<file path="config.mk">
export PLATFORM = sky130hd
export DESIGN_NAME = pipe_stall_ctrl_flat
export DESIGN_NICKNAME = d
export VERILOG_FILES = /design/src/rtl/pipe_stall_ctrl_pkg.sv /design/src/rtl/pipe_stall_ctrl_if.sv /design/src/rtl/pipe_stall_ctrl_sat_counter.sv /design/src/rtl/pipe_stall_ctrl.sv /design/src/flat_wrapper.sv
export SDC_FILE = /design/constraint.sdc
export NUM_CORES = 1
export LEC_CHECK = 0
export CORE_MARGIN = 5
export CORE_UTILIZATION = 25
export CTS_CLUSTER_SIZE = 25
export DETAILED_ROUTE_END_ITERATION = 7
export SYNTH_ARGS = -nofsm -noshare
export SYNTH_HDL_FRONTEND = slang
export SYNTH_SLANG_ARGS = --single-unit
</file>
<file path="constraint.sdc">
create_clock -name clk -period 1.8 [get_ports clk]
set_input_delay 0.36 -clock clk [delete_from_list [all_inputs] [get_ports clk]]
set_output_delay 0.36 -clock clk [all_outputs]
set_load 0.005 [all_outputs]
</file>
<file path="src/rtl/pipe_stall_ctrl_pkg.sv">
// Shared definitions for the pipeline stall/flush sequencer:
// FSM state encoding, PC mux selects and the NOP instruction word.
package pipe_ctrl_pkg;

   typedef enum logic [1:0] {
      ST_RUN,
      ST_REDIR_WAIT,
      ST_DRAIN,
      ST_HALTED
   } ctrl_state_t;

   localparam logic [1:0] PCSEL_SEQ   = 2'b00;
   localparam logic [1:0] PCSEL_BR    = 2'b01;
   localparam logic [1:0] PCSEL_LATCH = 2'b10;

   localparam logic [15:0] NOP_INST = 16'h0800;

endpackage

</file>
<file path="src/rtl/pipe_stall_ctrl_if.sv">
// Hazard/status inputs and per-stage pipeline register controls
// exchanged between the stall sequencer and the datapath.
interface pipe_stall_ctrl_if;

   logic       hazard_n;
   logic       br_taken_ex;
   logic       halt_id;
   logic       imem_stall;
   logic       dmem_stall;

   logic       pc_we;
   logic [1:0] pc_sel;
   logic       tgt_latch_en;
   logic       ifid_we;
   logic       ifid_flush;
   logic       idex_we;
   logic       idex_bubble;
   logic       exmem_we;
   logic       memwb_we;
   logic       memwb_bubble;

   modport master (
      input  hazard_n, br_taken_ex, halt_id, imem_stall, dmem_stall,
      output pc_we, pc_sel, tgt_latch_en, ifid_we, ifid_flush,
             idex_we, idex_bubble, exmem_we, memwb_we, memwb_bubble
   );

   modport slave (
      output hazard_n, br_taken_ex, halt_id, imem_stall, dmem_stall,
      input  pc_we, pc_sel, tgt_latch_en, ifid_we, ifid_flush,
             idex_we, idex_bubble, exmem_we, memwb_we, memwb_bubble
   );

endinterface

</file>
<file path="src/rtl/pipe_stall_ctrl_sat_counter.sv">
// Saturating up-counter used for the stall and flush performance counters.
module sat_counter #(
   parameter int unsigned CNT_W = 16
) (
   input  logic             clk,
   input  logic             rst_n,
   input  logic             inc,
   output logic [CNT_W-1:0] cnt
);

   always_ff @(posedge clk or negedge rst_n) begin
      if (!rst_n)
         cnt <= '0;
      else if (inc && (cnt != '1))
         cnt <= cnt + CNT_W'(1);
   end

endmodule

</file>
<file path="src/rtl/pipe_stall_ctrl.sv">
// Central stall/flush sequencer for the 5-stage pipeline: per-cycle enables,
// bubbles and flushes, branch redirect under fetch stall, HALT drain, perf counters.
module pipe_stall_ctrl
   import pipe_ctrl_pkg::*;
#(
   parameter int unsigned CNT_W     = 16,
   parameter int unsigned DRAIN_CYC = 3
) (
   input  logic               clk,
   input  logic               rst_n,
   pipe_stall_ctrl_if.master  ctl,
   output logic               halted,
   output logic [CNT_W-1:0]   stall_cnt,
   output logic [CNT_W-1:0]   flush_cnt
);

   localparam int unsigned DW = $clog2(DRAIN_CYC + 1);

   ctrl_state_t   state, nxt_state;
   logic [DW-1:0] drain_cnt, nxt_drain;

   logic       pc_we, tgt_latch_en, ifid_we, ifid_flush;
   logic       idex_we, idex_bubble, exmem_we, memwb_we, memwb_bubble;
   logic [1:0] pc_sel;
   logic       stall_inc, flush_inc;

   always_ff @(posedge clk or negedge rst_n) begin
      if (!rst_n) begin
         state     <= ST_RUN;
         drain_cnt <= '0;
         halted    <= 1'b0;
      end else begin
         state     <= nxt_state;
         drain_cnt <= nxt_drain;
         halted    <= (nxt_state == ST_HALTED);
      end
   end

   always_comb begin
      nxt_state    = state;
      nxt_drain    = drain_cnt;
      flush_inc    = 1'b0;
      pc_we        = 1'b1;
      pc_sel       = PCSEL_SEQ;
      tgt_latch_en = 1'b0;
      ifid_we      = 1'b1;
      ifid_flush   = 1'b0;
      idex_we      = 1'b1;
      idex_bubble  = 1'b0;
      exmem_we     = 1'b1;
      memwb_we     = 1'b1;
      memwb_bubble = 1'b0;

      unique case (state)
         ST_RUN: begin
            if (ctl.dmem_stall) begin
               // EX is frozen, so a branch resolving there simply re-presents next cycle
               pc_we        = 1'b0;
               ifid_we      = 1'b0;
               idex_we      = 1'b0;
               exmem_we     = 1'b0;
               memwb_bubble = 1'b1;
            end else if (ctl.br_taken_ex) begin
               ifid_flush  = 1'b1;
               idex_bubble = 1'b1;
               flush_inc   = 1'b1;
               if (ctl.imem_stall) begin
                  pc_we        = 1'b0;
                  tgt_latch_en = 1'b1;
                  nxt_state    = ST_REDIR_WAIT;
               end else begin
                  pc_sel = PCSEL_BR;
               end
            end else if (!ctl.hazard_n) begin
               pc_we       = 1'b0;
               ifid_we     = 1'b0;
               idex_bubble = 1'b1;
            end else if (ctl.halt_id) begin
               pc_we      = 1'b0;
               ifid_flush = 1'b1;
               nxt_drain  = DW'(DRAIN_CYC);
               nxt_state  = ST_DRAIN;
            end else if (ctl.imem_stall) begin
               pc_we      = 1'b0;
               ifid_flush = 1'b1;
            end
         end

         ST_REDIR_WAIT: begin
            pc_we      = 1'b0;
            ifid_flush = 1'b1;
            // A data-side freeze blocks the PC write, so the redirect waits it out
            if (ctl.dmem_stall) begin
               ifid_we      = 1'b0;
               idex_we      = 1'b0;
               exmem_we     = 1'b0;
               memwb_bubble = 1'b1;
            end else if (!ctl.imem_stall) begin
               pc_we     = 1'b1;
               pc_sel    = PCSEL_LATCH;
               nxt_state = ST_RUN;
            end
         end

         ST_DRAIN: begin
            pc_we       = 1'b0;
            ifid_flush  = 1'b1;
            idex_bubble = 1'b1;
            if (ctl.dmem_stall) begin
               ifid_we      = 1'b0;
               idex_we      = 1'b0;
               exmem_we     = 1'b0;
               memwb_bubble = 1'b1;
            end else begin
               nxt_drain = drain_cnt - DW'(1);
               if (drain_cnt <= DW'(1))
                  nxt_state = ST_HALTED;
            end
         end

         ST_HALTED: begin
            pc_we    = 1'b0;
            ifid_we  = 1'b0;
            idex_we  = 1'b0;
            exmem_we = 1'b0;
            memwb_we = 1'b0;
         end

         default: nxt_state = ST_RUN;
      endcase

      stall_inc = rst_n && !pc_we &&
                  ((state == ST_RUN) || (state == ST_REDIR_WAIT));

      if (!rst_n) begin
         flush_inc    = 1'b0;
         pc_we        = 1'b0;
         pc_sel       = PCSEL_SEQ;
         tgt_latch_en = 1'b0;
         ifid_we      = 1'b0;
         ifid_flush   = 1'b1;
         idex_we      = 1'b0;
         idex_bubble  = 1'b1;
         exmem_we     = 1'b0;
         memwb_we     = 1'b0;
         memwb_bubble = 1'b1;
      end
   end

   assign ctl.pc_we        = pc_we;
   assign ctl.pc_sel       = pc_sel;
   assign ctl.tgt_latch_en = tgt_latch_en;
   assign ctl.ifid_we      = ifid_we;
   assign ctl.ifid_flush   = ifid_flush;
   assign ctl.idex_we      = idex_we;
   assign ctl.idex_bubble  = idex_bubble;
   assign ctl.exmem_we     = exmem_we;
   assign ctl.memwb_we     = memwb_we;
   assign ctl.memwb_bubble = memwb_bubble;

   sat_counter #(.CNT_W(CNT_W)) u_stall_cnt (
      .clk   (clk),
      .rst_n (rst_n),
      .inc   (stall_inc),
      .cnt   (stall_cnt)
   );

   sat_counter #(.CNT_W(CNT_W)) u_flush_cnt (
      .clk   (clk),
      .rst_n (rst_n),
      .inc   (flush_inc),
      .cnt   (flush_cnt)
   );

endmodule

</file>
<file path="src/flat_wrapper.sv">
// flat-port wrapper written by rule: the top's interface ports become plain ports
module pipe_stall_ctrl_flat import pipe_ctrl_pkg::*;
#(
   parameter int unsigned CNT_W     = 16,
   parameter int unsigned DRAIN_CYC = 3
)
  (clk, rst_n, halted, stall_cnt, flush_cnt, ctl_hazard_n, ctl_br_taken_ex, ctl_halt_id, ctl_imem_stall, ctl_dmem_stall, ctl_pc_we, ctl_pc_sel, ctl_tgt_latch_en, ctl_ifid_we, ctl_ifid_flush, ctl_idex_we, ctl_idex_bubble, ctl_exmem_we, ctl_memwb_we, ctl_memwb_bubble);
  pipe_stall_ctrl_if ctl_i ();
  input  logic clk;
  input  logic rst_n;
  output logic halted;
  output logic [CNT_W-1:0] stall_cnt;
  output logic [CNT_W-1:0] flush_cnt;
  input wire logic [$bits(ctl_i.hazard_n)-1:0] ctl_hazard_n;
  input wire logic [$bits(ctl_i.br_taken_ex)-1:0] ctl_br_taken_ex;
  input wire logic [$bits(ctl_i.halt_id)-1:0] ctl_halt_id;
  input wire logic [$bits(ctl_i.imem_stall)-1:0] ctl_imem_stall;
  input wire logic [$bits(ctl_i.dmem_stall)-1:0] ctl_dmem_stall;
  output wire logic [$bits(ctl_i.pc_we)-1:0] ctl_pc_we;
  output wire logic [$bits(ctl_i.pc_sel)-1:0] ctl_pc_sel;
  output wire logic [$bits(ctl_i.tgt_latch_en)-1:0] ctl_tgt_latch_en;
  output wire logic [$bits(ctl_i.ifid_we)-1:0] ctl_ifid_we;
  output wire logic [$bits(ctl_i.ifid_flush)-1:0] ctl_ifid_flush;
  output wire logic [$bits(ctl_i.idex_we)-1:0] ctl_idex_we;
  output wire logic [$bits(ctl_i.idex_bubble)-1:0] ctl_idex_bubble;
  output wire logic [$bits(ctl_i.exmem_we)-1:0] ctl_exmem_we;
  output wire logic [$bits(ctl_i.memwb_we)-1:0] ctl_memwb_we;
  output wire logic [$bits(ctl_i.memwb_bubble)-1:0] ctl_memwb_bubble;
  assign ctl_i.hazard_n = ctl_hazard_n;
  assign ctl_i.br_taken_ex = ctl_br_taken_ex;
  assign ctl_i.halt_id = ctl_halt_id;
  assign ctl_i.imem_stall = ctl_imem_stall;
  assign ctl_i.dmem_stall = ctl_dmem_stall;
  assign ctl_pc_we = ctl_i.pc_we;
  assign ctl_pc_sel = ctl_i.pc_sel;
  assign ctl_tgt_latch_en = ctl_i.tgt_latch_en;
  assign ctl_ifid_we = ctl_i.ifid_we;
  assign ctl_ifid_flush = ctl_i.ifid_flush;
  assign ctl_idex_we = ctl_i.idex_we;
  assign ctl_idex_bubble = ctl_i.idex_bubble;
  assign ctl_exmem_we = ctl_i.exmem_we;
  assign ctl_memwb_we = ctl_i.memwb_we;
  assign ctl_memwb_bubble = ctl_i.memwb_bubble;
  pipe_stall_ctrl #(.CNT_W(CNT_W), .DRAIN_CYC(DRAIN_CYC)) u_core (.clk(clk), .rst_n(rst_n), .ctl(ctl_i), .halted(halted), .stall_cnt(stall_cnt), .flush_cnt(flush_cnt));
endmodule
</file>
==> reports/qor.csv <==
stage,metric,value,unit
status,status,"finished, violations left",
status,failing checks,setup timing,
critical_path,crit path kind,register to output pin,
cells_and_area,highest-count cells in the layout ignoring fill and taps,"buf_4 (43), dfrtp_1 (37), clkdlybuf4s50_1 (35), xnor2_1 (23), nand2_1 (17)",
sta,Final TNS setup,-0.429,ns
floorplan,core area,8220,um2
synth,Syn. warnings,0,
sta,fin. max-slew vios,0,
clocking,Max Root-Sink Buffers,2,
placed_design,number of buffers inserted by port buffering,50,
detailed_routing,TritonRoute pass-1 iters,4,
power_and_ir_drop,sequential share of power,30.2,%
floorplan,row count,33,
synth,sequential area share after synthesis,44.1,%
power_and_ir_drop,Pleak,1.49,nW
critical_path,Crit Path Max Fanout,4,
detailed_routing,Iter 0 DRT Violations,47,
clocking,CTS sink cnt,37,
floorplan,io pins,51,
clocking,Root Buffer,clkbuf_8,
global_route,largest net degree at the start of global routing,29,
cells_and_area,Layout Area Growth over Synthesis,60.9,%
power_and_ir_drop,Pwr Density,1090,nW/um2
power_and_ir_drop,Combinational Power Share,54.0,%
critical_path,CP Data Required Time,1.44,ns
critical_path,Reg2Reg Depth,9,
detailed_routing,Vias/cell,4.66,
cells_and_area,Antenna diodes,0,
power_and_ir_drop,Switching Fraction,35.8,%
worst_hold_path,min-delay worst type,input port to async pin,
floorplan,die area,10300,um2
clocking,hold buffers post-CTS,0,
critical_path,reg2reg setup slack,-0.07,ns
flow_run,max_cap viols,0,
power_and_ir_drop,internal power,0.00237,W
floorplan,die width,102,um
critical_path,crit-path leading delay family,flip-flops,
synth,Synth Net Count,219,
placed_design,HPWL after detailed placement,4310,um
power_and_ir_drop,Clock Power Share,15.9,%
critical_path,Critical Path AT,1.53,ns
synth,"FF+latch count, synth",37,
sta,"Hold Vio Cnt, Final",0,
placed_design,Placed Cells,394,
critical_path,"slowest stage delay, CP",0.39,ns
global_route,Tot GR Track Use,12.0,%
global_route,initial antenna violation count,0,
global_route,vias in the first global route,1982,
sta,setup ws final,-0.0877,ns
detailed_routing,vias,1932,
sta,crit share post-route,105,%
detailed_routing,drt total wl,5970,um
power_and_ir_drop,Worst VDD drop,423,uV
critical_path,crit-path cells,inv_2 -> ha_4 -> buf_4 -> nor2b_4 -> a21oi_2 -> o21ai_1 -> buf_2,
detailed_routing,DR WL/cell,14.4,um
clocking,CTS tree,built,
critical_path,reg2reg start,u_core.state[1],
sta,Worst Tran Pin Value,0.379,ns
detailed_routing,drt drc,0,
clocking,worst-skew pair later-pin latency,0.29,ns
cells_and_area,"most common cell after layout, fill and taps aside",buf_4,
cells_and_area,share of cells above drive strength 1,37.1,%
synth,Syn Area/Cell,10.3,um2
critical_path,crit path max-delay cell type,dfrtp_1,
global_route,total gr overflow,0,
clocking,H-tree level count,2,
floorplan,Initial Util,25.5,%
detailed_routing,DRT antenna net count,0,
synth,Synth Flop Type,dfrtp_1,
synth,Post-Synthesis Cells,203,
sta,Slew HR,74.4,%
sta,FMAX,530,MHz
sta,Final min period,1.89,ns
synth,Async SR Flop Fraction,100,%
critical_path,Startpoint Class,register,
critical_path,crit path buf inv count,3,
synth,Post-synth EDFFs,0,
synth,Synth cell types,40,
clocking,number of buffers created by CTS,5,
critical_path,CP endpoint kind,output pin,
cells_and_area,# nets final,325,
sta,Worst Clk Skew,0.00736,ns
sta,RSZ-0062 raised after global routing,true,
clocking,clk slew on worst S/H paths,0.08,ns
cells_and_area,Post-Layout Cell Count,415,
floorplan,Die Ht,102,um
placed_design,GPL Wtd Cong,0.831,
global_route,first-pass GRT wire length,9690,um
sta,"Setup violations, final",9,
synth,Post-Synthesis Cell Area,2100,um2
critical_path,capture point of the worst reg-to-reg path,u_core.u_flush_cnt.cnt[14],
power_and_ir_drop,NetSw,0.00132,W
per-layer routing:
layer	vias up	GRT usage, %	wire length (um)	part of all wire (%)
li1	941	-	-	-
met5	-	0	0	0
met1	942	15.2	2670	45
met4	0	3.07	42	0.70
met2	43	20.1	2950	49
met3	6	3.37	311	5.2
state kept, by name, indices dropped and copies added (netlist names):
| name | count |
|---|---|
| u_core.drain_cnt | 2 |
| u_core.halted | 1 |
| u_core.state | 2 |
| u_core.u_flush_cnt.cnt | 16 |
| u_core.u_stall_cnt.cnt | 16 |
per-stage QoR:
stage	utilization, %	hold slack, ns	worst slack, ns	total power (W)	cell area, um2
floorplan	-	0.0644	0.00805	0.00183	2100
global placement	36.6	0.343	-0.448	0.00265	3000
detailed placement	36.6	0.340	-0.475	0.00269	3000
CTS	40.1	0.0156	-0.111	0.00362	3300
global route	41.1	0.0300	-0.203	0.00394	3380
finish	41.1	0.0364	-0.0877	0.00368	3380
area by class of cell:
class                   count  area (um2)
clock buffers               6        72.6
clock inverters             2        10.0
fillers                   809        4840
inverters                   9        33.8
multi-input cells         153        1310
flip-flops and latches     37         926
well taps                 105         131
repair buffers            103         890
power groups by stage:
stage | clock [W] | sequential (W) | combinational (W)
after floorplan | 0 | 0.00115 | 0.000676
after global placement | 0 | 0.00112 | 0.00153
after detailed placement | 0 | 0.00113 | 0.00156
after CTS | 0.000610 | 0.00112 | 0.00190
after global routing | 0.000647 | 0.00113 | 0.00216
final | 0.000584 | 0.00111 | 0.00199
how the worst max path moves through the flow:
| stage | to | cells after the start | start | slack (ns) |
|---|---|---|---|---|
| finish | ctl_ifid_flush | 7 | u_core.state[1] | -0.09 |
| detailed placement | ctl_ifid_flush | 5 | ctl_br_taken_ex | -0.47 |
| global route | u_core.u_flush_cnt.cnt[14] | 9 | u_core.state[1] | -0.20 |
| CTS | ctl_ifid_flush | 6 | u_core.state[1] | -0.11 |
| floorplan | u_core.u_stall_cnt.cnt[1] | 6 | u_core.state[0] | 0.008 |
| global placement | ctl_ifid_flush | 5 | ctl_br_taken_ex | -0.45 |
synthesized netlist by cell type (2+ instances only):
cell type   n  area share (%)
a211oi_1    2            0.72
a21oi_1     9             2.1
and2_1      2            0.60
and3_1      7             2.1
buf_2       2            0.48
dfrtp_1    37              44
ha_1        9             5.4
inv_1       9             1.6
mux2_4      2             1.4
nand2_1    19             3.4
nand2b_1    2            0.60
nand3_1    10             2.4
nand3b_1    3             1.1
nand4_1    11             3.3
nand4_2     2             1.2
nor2_1     15             2.7
nor2b_1     5             1.5
nor3_1      2            0.48
nor3_4      2             1.6
nor4_4      2             2.0
o21ai_0     6             1.4
o22ai_1     2            0.60
xnor2_1    25              10
xor2_1      2            0.83
kinds of logic after synthesis:
kind of cell | synth area share (%)
and+or+nand+nor | 25.3
DFF | 44.1
muxes | 1.43
xor gates and xnor gates | 11.3
AOI/OAI and AO/OA | 9.84
buffers and inverters | 2.62
adders and majority gates | 5.37
worst register-to-register path, stage by stage (launching register included):
cell and delay, ns:
dfrtp_1 0.39, inv_2 0.09, ha_4 0.17, buf_6 0.09, and4b_1 0.22, buf_6 0.11, nand4_1 0.13, nor3_2 0.26
nand4_1 0.14, xnor2_1 0.14
timing repair:
action,CTS,global route
endpoints found under the setup margin,33,37
gates resized for setup,69,30
pin swaps,14,20
buffers inserted,10,6
gates cloned,1,0
Power figures use the tool's default switching activity.
